`src/rtl/dff_write_arbiter.sv`:
```
// Round-robin write arbiter feeding one enable-gated N-bit dff from R requesters,
// with bounded burst ownership. Optional WR_COUNT_EN adds a saturating handshake counter.
module dff_write_arbiter #(
  parameter int N         = 32,
  parameter int R         = 4,
  parameter int MAX_BURST = 4,
  localparam int IW       = $clog2(R)
) (
  input  logic           clk,
  input  logic           rst,
  input  logic [R-1:0]   req,
  input  logic [R-1:0]   lock,
  input  logic [R*N-1:0] wdata,
  output logic [R-1:0]   gnt,
  output logic [N-1:0]   reg_d,
  output logic           reg_en,
  output logic [IW-1:0]  owner,
  output logic           busy
`ifdef WR_COUNT_EN
  ,
  output logic [15:0]    wr_count
`endif
);

  localparam int CW = $clog2(MAX_BURST + 1);

  typedef enum logic {IDLE = 1'b0, BURST = 1'b1} state_t;

  state_t          state;
  state_t          state_nx;
  logic [IW-1:0]   ptr;
  logic [IW-1:0]   ptr_nx;
  logic [CW-1:0]   count;
  logic [CW-1:0]   count_nx;

  logic [IW-1:0]   pick;
  logic            pick_ok;
  logic [IW:0]     sum;
  logic            hs;
  logic [IW-1:0]   hs_idx;
  logic [N-1:0]    hs_data;

  function automatic logic [IW-1:0] wrap_inc(input logic [IW-1:0] x);
    if (x == IW'(R - 1)) return '0;
    return x + IW'(1);
  endfunction

  // Handshake: requester i transfers when req[i] & gnt[i] at a rising edge;
  // req is a level held until then, gnt is combinational and never depends on it being taken.

  always_ff @(posedge clk or negedge rst) begin
    if (!rst) begin
      state  <= IDLE;
      ptr    <= '0;
      count  <= '0;
      reg_d  <= '0;
      reg_en <= 1'b0;
      owner  <= '0;
      busy   <= 1'b0;
    end else begin
      state  <= state_nx;
      ptr    <= ptr_nx;
      count  <= count_nx;
      reg_en <= hs;
      busy   <= (state_nx == BURST);
      if (hs) begin
        reg_d <= hs_data;
        owner <= hs_idx;
      end
    end
  end

  always_comb begin
    state_nx = state;
    ptr_nx   = ptr;
    count_nx = count;
    hs       = |(req & gnt);
    hs_idx   = (state == BURST) ? owner : pick;
    hs_data  = '0;
    for (int i = 0; i < R; i++) begin
      if (hs_idx == IW'(i)) hs_data = wdata[i*N +: N];
    end
    case (state)
      IDLE: begin
        if (hs) begin
          if (lock[pick] && (MAX_BURST > 1)) begin
            state_nx = BURST;
            count_nx = CW'(1);
          end else begin
            ptr_nx = wrap_inc(pick);
          end
        end
      end
      BURST: begin
        // The final capped or unlocked write still completes on the exit edge.
        if (!hs || !lock[owner] || (count == CW'(MAX_BURST - 1))) begin
          state_nx = IDLE;
          ptr_nx   = wrap_inc(owner);
          count_nx = '0;
        end else begin
          count_nx = count + CW'(1);
        end
      end
      default: begin
        state_nx = IDLE;
        count_nx = '0;
      end
    endcase
  end

  always_comb begin
    pick    = '0;
    pick_ok = 1'b0;
    sum     = '0;
    for (int k = 0; k < R; k++) begin
      sum = {1'b0, ptr} + (IW+1)'(k);
      if (sum >= (IW+1)'(R)) sum = sum - (IW+1)'(R);
      if (!pick_ok && req[sum[IW-1:0]]) begin
        pick_ok = 1'b1;
        pick    = sum[IW-1:0];
      end
    end
    gnt = '0;
    if (rst) begin
      if (state == BURST) gnt[owner] = req[owner];
      else if (pick_ok)   gnt[pick]  = 1'b1;
    end
  end

`ifdef WR_COUNT_EN
  always_ff @(posedge clk or negedge rst) begin
    if (!rst) begin
      wr_count <= '0;
    end else if (hs && (wr_count != 16'hFFFF)) begin
      wr_count <= wr_count + 16'd1;
    end
  end
`endif

endmodule
```
`config.mk`:
```
export PLATFORM = sky130hd
export DESIGN_NAME = dff_write_arbiter
export DESIGN_NICKNAME = d
export VERILOG_FILES = /design/src/rtl/dff_write_arbiter.sv
export SDC_FILE = /design/constraint.sdc
export NUM_CORES = 1
export LEC_CHECK = 0
export BUFFER_PORTS_ARGS = -buffer_cell sky130_fd_sc_hd__buf_2
export CORE_ASPECT_RATIO = 1.1
export CORE_UTILIZATION = 40
export DETAILED_ROUTE_END_ITERATION = 12
export PLACE_DENSITY = 0.73
export SYNTH_ARGS = -nofsm -noshare
export SYNTH_HDL_FRONTEND = slang
export SYNTH_SLANG_ARGS = --single-unit
```
`constraint.sdc`:
```
create_clock -name clk -period 7.4 [get_ports clk]
set_clock_uncertainty 0.05 [all_clocks]
set_input_delay 0.37 -clock clk [delete_from_list [all_inputs] [get_ports clk]]
set_output_delay 0.37 -clock clk [all_outputs]
set_load 0.02 [all_outputs]
```
Yosys cells after proc, flatten, opt, wreduce, memory -nomap -nowiden. Cells that the tools add are included.

Flip-flop bits (word level): 41. Input port bits: 138. Output and inout port bits: 40. Word-level logic and storage cells: 118.

Add/sub/neg operators: 10. Order comparisons: 12. Eq/ne operators: 10. Multiplexer cells: 61. Bitwise logic cells: 3. Reductions and logical operators: 16.

Operators with widths (count): two-way mux 32 bit (4); two-way mux 2 bit (16); two-way mux 1 bit (23); less-than comparator 2 x 3 -> 1 bit (second input constant) (6); binary-select mux 1 bit (select 2 bit) (7); two-way mux 4 bit (3); >= comparator 3 bit (second input constant) (3); two-way mux 3 bit (3); AND 4 bit (2); == test 2 bit (second input constant) (4); subtractor 2 x 1 -> 2 bit (second input constant) (4); adder 2 x 2 -> 3 bit (second input constant) (2); != test 2 bit (second input constant) (3); case mux 3 bit (2 select lines) (1); logical AND 1 bit (5); zero test 1 bit (5); adder 2 x 1 -> 2 bit (second input constant) (2); demux 1 bit (select 2 bit) (2); >= comparator 2 x 1 -> 1 bit (second input constant) (2); case mux 2 bit (2 select lines) (1); OR reduction 4 bit (1); adder 2 x 1 -> 3 bit (second input constant) (1); adder 3 x 1 -> 3 bit (second input constant) (1); == test 3 x 2 -> 1 bit (second input constant) (1); other kinds (9) (10).

Longest topological paths before layout. Gate-level depths: netlist (run 1).

Word-level depth: 31. Mapped depth: 13.

Worst setup path after synthesis (run 1). No wires, ideal clock.

Kind: input to register. Start: input req[1]. End: register reg_d[10]. Setup time: 0.094 ns. Arrival: 2.561 ns. Slack: 4.695 ns. Cell stages on the path: 12. Buffers on the path: 3. Path through: buf_6 -> nand2b_4 -> o211ai_1 -> nand2_1 -> ha_1 -> a22oi_1 -> a211oi_4 -> nand2b_1 -> and2_1 -> buf_6 -> buf_4 -> a221oi_2.

Longest elaborated chain between the ends: 21. Elaborated cells on any way between the ends: 44.

Ends and longest elaborated chain: from (decl) (line 11) `input logic [R-1:0] req,`; binary-select mux 1 bit (select 2 bit) (line 118) `if (!pick_ok && req[sum[IW-1:0]]) begin`; two-way mux 1 bit (implied by the code) (line 118); two-way mux 1 bit (line 118); zero test 1 bit (line 118); logical AND 1 bit (line 118); two-way mux 1 bit (line 118); zero test 1 bit (line 118); logical AND 1 bit (line 118); (+5 left out); logical AND 1 bit (implied by the code) (line 126) `else if (pick_ok) gnt[pick] = 1'b1;`; two-way mux 1 bit (implied by the code) (line 126); demux 1 bit (select 2 bit) (line 126); two-way mux 4 bit (line 126); two-way mux 4 bit (line 125) `if (state == BURST) gnt[owner] = req[owner];`; two-way mux 4 bit (line 124) `if (rst) begin`; AND 4 bit (line 77) `hs = |(req & gnt);`; OR reduction 4 bit (line 77); to (signal assigned) (line 67) `reg_d <= hs_data;`; to (decl) (line 15) `output logic [N-1:0] reg_d,`.

Several ways; a longest one is shown, not always the timed one. The select of a mux whose other input is x is not followed. A chain may end at the register's enable or synchronous reset.

Final worst setup path (run 1).
Start: register ptr[1]. End: register reg_d[30].

Longest elaborated chain between the ends: 23. Elaborated cells on any way between the ends: 56.

Ends and longest elaborated chain: from (decl) (line 31) `logic [IW-1:0] ptr;`; from (signal assigned) (line 62) `ptr <= ptr_nx;`; branches (longest 23 deep; another with adder 2 x 1 -> 3 bit).

Several ways; the timed one is not identified. The select of a mux whose other input is x is not followed.

==> flow_summary.ini, run 1 <==
[synthesis]
async_reset_ff_frac = 1.00
synth_edf_count = 0
synth_flop_cell = dfrtp_1
synth_mux_area_frac = 0.235
yosys.area_share.simple = 0.106
synth-xor-area-share = 0
netlist_area_mm2 = 0.00329
synth_area_leaders = dfrtp_1, mux2i_1, a221oi_2, nor2_1, ha_1
synthCells = 295
syn_nets = 443
syn_avg_cell_area_um2 = 11.1
ys_seq_area_frac = 0.312
synth_top_family_by_area = multiplexers
synth_compound_area_frac = 0.233
synth-seq-cells = 41
synth_fa_ha_area_frac = 0.0381
yosys.area.top_type_share = 0.312
yosys.area.top_type = dfrtp_1
synth.distinct_cells = 51
yosys_warnings = 0

[cells_and_area]
drive_gt1_frac = 0.501
diodes = 0
final_nets = 608
syn2layout_area_growth_pct = 29.1
finalInstanceArea_mm2 = 0.00424
final_common_cell = buf_2
final_cell_mix = buf_2, mux2i_1, nor2_1, dfrtp_1, a221oi_2

[pwr]
leakage_nw = 2.12
powerDensity_mw_per_mm2 = 391
vdd_drop_max_mv = 0.189

[clock_tree]
htreeDepth = 2
numCtsBuffers = 5
cts_setup_buffers = 0
cts_resized = 0
cts_tree = yes
cts_hold_buf = 0
clk_latency_ns = 0.29
cts_sinks = 41
cts_root_buf = clkbuf_8
clk_pin_slew_ns = 0.07
clock_path_buffers = 2

[timing]
max_freq_ghz = 0.246
relSlewSlack = 0.233
period_minus_slack_ns = 4.06
final-hold-violation-count = 0
rsz0062_at_grt = false
worst-slew-pin-transition_ns = 1.15
finalSetupViolCount = 0
slew_viol_final = 0
fin_crit_sh = 0.548
final.setup.tns_ns = 0

[floorplanning]
initial_core_util = 0.413
io_pins = 178
fp.dieArea_mm2 = 0.00858
placementRows = 34
core_mm2 = 0.00796
dieWidth_um = 88.4
die_h_um = 97.1

[setup_path]
critPathMaxFanout = 39
reg2reg_depth = 11
critical-path-top-delay-family = simple AND/OR/NAND/NOR gates
max_stage_delay_ns = 1.00
critPathSlowestCell = nor2b_4
worstPathArrival_ns = 4.12
crit_path_cell_trace = and2_4, o211ai_1, nand2_1, inv_1, ha_1, a22oi_1, a211oi_4, nand2b_1, buf_4, nor2b_4, a221oi_2
endpoint = reg_d[30]
r2r_slack_ns = 3.34
reg2reg_from = ptr[1]
worstSetupPathType = flip-flop to flip-flop
critPathRequiredTime_ns = 7.46
critPathLaunchType = flip-flop
cp_num_buf_inv = 2
crit_cells = 11
rr_endpoint = reg_d[30]
endpoint_kind = flip-flop
startpoint = ptr[1]

[global_route]
grt_max_degree = 54
grt-busiest-layer = met2
met3_usage = 0.0374
grt_pass1_vias = 2886
grt_usage = 0.214
grt_antenna_before_repair = 0
globalRouteMet2Util = 0.375
grt_first_pass_wirelength_mm = 14.3
grt_overflow_total = 0
met1_usage = 0.270

[placed_design]
post_dp_cell_area_mm2 = 0.00413
port_buffers = 177
hpwl_mm = 7.17
finalWeightedCongestion = 0.858

[run_status]
status = complete, no violations

[run]
max_cap_violations = 0

[routing]
vias = 3038
avgRoutedWirePerCell_um = 16.6
drc = 0
wirelength_mm = 9.42
viasPerCell = 5.34
firstDrtPassIters = 4
drt_iter0_drc = 89
ant_nets = 0

[min_path]
hp-class = input port to async pin
## power by group
group	switching (mW)	internal, mW
Sequential	0.0876	0.335
Combinational	0.607	0.444
Clock	0.0765	0.110
Total	0.771	0.889
## through the flow
stage / power (mW) / setup WS, ns / hold WS [ns] / std cells / utilization
2_1_floorplan: 1.26 / 4.70 / 0.0244 / 295 / -
3_3_place_gp: 1.46 / 3.44 / 0.426 / 561 / 0.519
3_5_place_dp: 1.48 / 3.31 / 0.442 / 561 / 0.519
4_1_cts: 1.67 / 3.35 / 0.128 / 569 / 0.533
5_1_grt: 1.78 / 3.01 / 0.159 / 569 / 0.533
6_report: 1.66 / 3.34 / 0.116 / 569 / 0.533
## synth_stat cells, drive strengths merged (2+ instances only)
master and n:
and2 4, o21ai 4, nor2 46, mux4 2, nand2b 3, a221oi 32, nand3 2, o211ai 2
ha 10, o22ai 2, nand2 7, nor4 3, mux2i 69, mux2 3, buf 22, o211a 2
o22a 2, a22oi 6, a22o 2, nor2b 3, dfrtp 41, nor3 2, inv 9
## worst register-to-register path: cells and delay by family (launching register included)
family / cells / cell delay [ns]
buf+inv: 2 / 0.52
fa+ha+maj: 1 / 0.19
flops: 1 / 0.48
compound gates: 4 / 1.05
simple gates: 4 / 1.59
## flip-flops by register name, summed over array words and instances, names as in the netlist
name,count
reg_en,1
owner,2
state,1
count,3
reg_d,32
ptr,2
## routing by layer
| metal | up-vias | part of all wire |
|---|---|---|
| met4 | 0 | 0.011 |
| li1 | 1465 | - |
| met2 | 112 | 0.50 |
| met1 | 1452 | 0.43 |
| met3 | 9 | 0.059 |
| met5 | - | 0 |
## cell families (layout without fill, tap and decap cells)
kind of cell               after synthesis  after routing
adders and majority gates               10             10
DFF                                     41             41
and+or+nand+nor                         75             75
buffers and inverters                   31            197
AOI/OAI and AO/OA                       64             64
muxes                                   74             74
## worst min-delay path by stage
stage	end	slack, ns	cells past startpoint
floorplan	count[0]	0.02	0
global placement	reg_d[7]	0.43	2
detailed placement	reg_d[10]	0.44	2
CTS	reg_d[21]	0.13	2
global route	reg_d[7]	0.16	2
finish	reg_d[7]	0.12	2
## final cells by class
class                           instances  area, um^2
Clock inverter                          1        30.0
Multi-Input combinational cell        223        2020
Inverter                                9        33.8
Timing Repair Buffer                  180         908
Fill cell                             734        3710
Sequential cell                        41        1030
Tap cell                              108         135
Clock buffer                            7        86.3
(Power assumes the default switching activity.)
==> inputs of run 2 (changes only) <==
--- a/config.mk
+++ b/config.mk
@@ -9,7 +9,7 @@
 export CORE_ASPECT_RATIO = 1.1
 export CORE_UTILIZATION = 40
 export DETAILED_ROUTE_END_ITERATION = 12
-export PLACE_DENSITY = 0.73
+export PLACE_DENSITY = 0.76
 export SYNTH_ARGS = -nofsm -noshare
 export SYNTH_HDL_FRONTEND = slang
 export SYNTH_SLANG_ARGS = --single-unit
==> constraint.sdc (replaced) <==
create_clock -name clk -period 3.53 [get_ports clk]
set_clock_uncertainty 0.05 [all_clocks]
set_input_delay 0.1765 -clock clk [delete_from_list [all_inputs] [get_ports clk]]
set_output_delay 0.1765 -clock clk [all_outputs]
set_load 0.02 [all_outputs]
==> run 2 against run 1 <==
  * Wire length is 0.49% lower
  * Non-clock buffer count is 4 higher
  * Utilization is 0.69 points higher
  * Design area is 1.3% higher
  * Total power is 110% higher
  * Worst hold slack better by 0.069 ns
  * Combinational power is 110% higher
  * Die area stayed put
  * Sequential share of layout area is 0.31 points lower
  * Highest routed layer is now met5
==> flow_summary.ini, run 2 (same netlist as run 1, synthesis figures left out) <==
[placed_design]
finalWeightedCongestion = 0.886
port_buffers = 177
hpwl_mm = 7.23

[setup_path]
critPathMaxFanout = 33
critPathLaunchType = flip-flop
reg2reg_depth = 11
worstSetupPathType = flip-flop to flip-flop
max_stage_delay_ns = 0.55
critPathSlowestCell = o221ai_2
rr_endpoint = reg_d[16]
critPathRequiredTime_ns = 3.67
r2r_slack_ns = 0.36
reg2reg_from = ptr[1]
worstPathArrival_ns = 3.31
endpoint_kind = flip-flop
crit_path_cell_trace = mux2i_1, o221ai_2, inv_1, ha_1, a22oi_1, a211oi_4, nand2b_1, buf_4, nor2b_4, buf_12, a221oi_2
startpoint = ptr[1]

[min_path]
min_to = reg_d[1]
min_path_cells = 3
hp-class = input port to flip-flop
hold_path.startpoint = wdata[33]

[global_route]
grt_max_degree = 66
grt_first_pass_wirelength_mm = 14.4
grt_usage = 0.215
grt_antenna_before_repair = 3
grt_pass1_vias = 2951
grt_overflow_total = 0

[floorplanning]
die_h_um = 97.1
initial_core_util = 0.413
dieWidth_um = 88.4
placementRows = 34
core_mm2 = 0.00796
io_pins = 178
fp.dieArea_mm2 = 0.00858

[cells_and_area]
drive_gt1_frac = 0.505
final_cell_mix = buf_2, mux2i_1, nor2_1, dfrtp_1, a221oi_2
syn2layout_area_growth_pct = 30.8
largest_reg_flops = 32
final_common_cell = buf_2
top_register = reg_d
top_regs = reg_d (32), count (3)
fillers = 725
final_nets = 612

[routing]
avgRoutedWirePerCell_um = 16.3
drc = 0
firstDrtPassIters = 4
vias = 3093
wirelength_mm = 9.37
drt_iter0_drc = 64
viasPerCell = 5.38
ant_nets = 0

[timing]
max_freq_ghz = 0.315
worst-slew-pin-transition_ns = 0.678
relSlewSlack = 0.548
slew_viol_final = 0
final-hold-violation-count = 0
final.setup.tns_ns = 0
period_minus_slack_ns = 3.17
finalSetupViolCount = 0
fin_crit_sh = 0.899
rsz0062_at_grt = false

[pwr]
p_total_mw = 3.46
vdd_drop_max_mv = 0.315
leakage_nw = 2.14
powerDensity_mw_per_mm2 = 805

[clock_tree]
cts_root_buf = clkbuf_8
clk_pin_slew_ns = 0.08
cts_tree = yes
numCtsBuffers = 5
clock_path_buffers = 2
cts_setup_buffers = 0
cts_sinks = 41
clk_latency_ns = 0.29
htreeDepth = 2

[run_status]
status = complete, no violations

[run]
max_cap_violations = 0
-- run 2: cell types whose count changed in the layout (fill, tap and decap cells not counted) --
cell and change:
dlygate4sd3_1 +1, buf_12 +3, bufinv_16 -1, clkbuf_1 -1
diode_2 +2, clkinv_4 +1, clkinv_2 +1
-- run 2: power by group --
part,internal (mW),leakage [nW],switching [mW]
clock network,0.159,0.0512,0.167
logic,0.969,1.63,1.28
registers,0.703,0.460,0.184
-- run 2: what timing repair did --
item / in CTS / in global routing
gates resized for setup: 0 / 0
endpoints found under the hold margin: 41 / 0
setup endpoints to repair: 0 / 0
hold buffers: 1 / 0
-- run 2: per-stage QoR --
step / cells / hold WS, ns / setup WS (ns) / cell area, um^2 / utilization
after floorplan: 295 / -0.169 / 0.848 / 3290 / -
after global placement: 564 / 0.277 / 0.502 / 4190 / 0.526
after detailed placement: 564 / 0.276 / 0.405 / 4190 / 0.526
after CTS: 573 / 0.177 / 0.392 / 4290 / 0.539
after global routing: 574 / 0.186 / 0.0617 / 4290 / 0.540
final: 575 / 0.185 / 0.357 / 4300 / 0.540
-- run 2: final cells by class --
cell class | instances | area (um^2) | area share
Inverter | 9 | 33.8 | 0.00786
Timing Repair Buffer | 184 | 978 | 0.228
Clock inverter | 2 | 13.8 | 0.00320
Clock buffer | 6 | 82.6 | 0.0192
Sequential cell | 41 | 1030 | 0.239
Antenna cell | 2 | 5.00 | 0.00116
Tap cell | 108 | 135 | 0.0315
Multi-Input combinational cell | 223 | 2020 | 0.471
-- run 2: how the worst max path moves through the flow --
| stage | endpoint | slack, ns |
|---|---|---|
| after floorplan | reg_d[10] | 0.85 |
| after global placement | reg_d[24] | 0.50 |
| after detailed placement | reg_d[16] | 0.41 |
| after CTS | reg_d[16] | 0.39 |
| after global routing | reg_d[29] | 0.06 |
| final | reg_d[16] | 0.36 |
-- run 2: critical path: cells and delay by family, from the launching register on --
family,cells,cell delay [ns]
buf+inv,3,0.54
flops,1,0.47
compound gates,4,1.28
mux,1,0.16
fa+ha+maj,1,0.25
simple gates,2,0.33
-- run 2: routing by layer --
layer  GRT usage  wire [um]  vias up  part of all wire
li1            -          -     1467                 -
met1       0.251       3760     1454              0.40
met2       0.375       4620      145              0.49
met3      0.0501        731       25             0.078
met4      0.0757        256        2             0.027
met5           0          8        -           0.00085
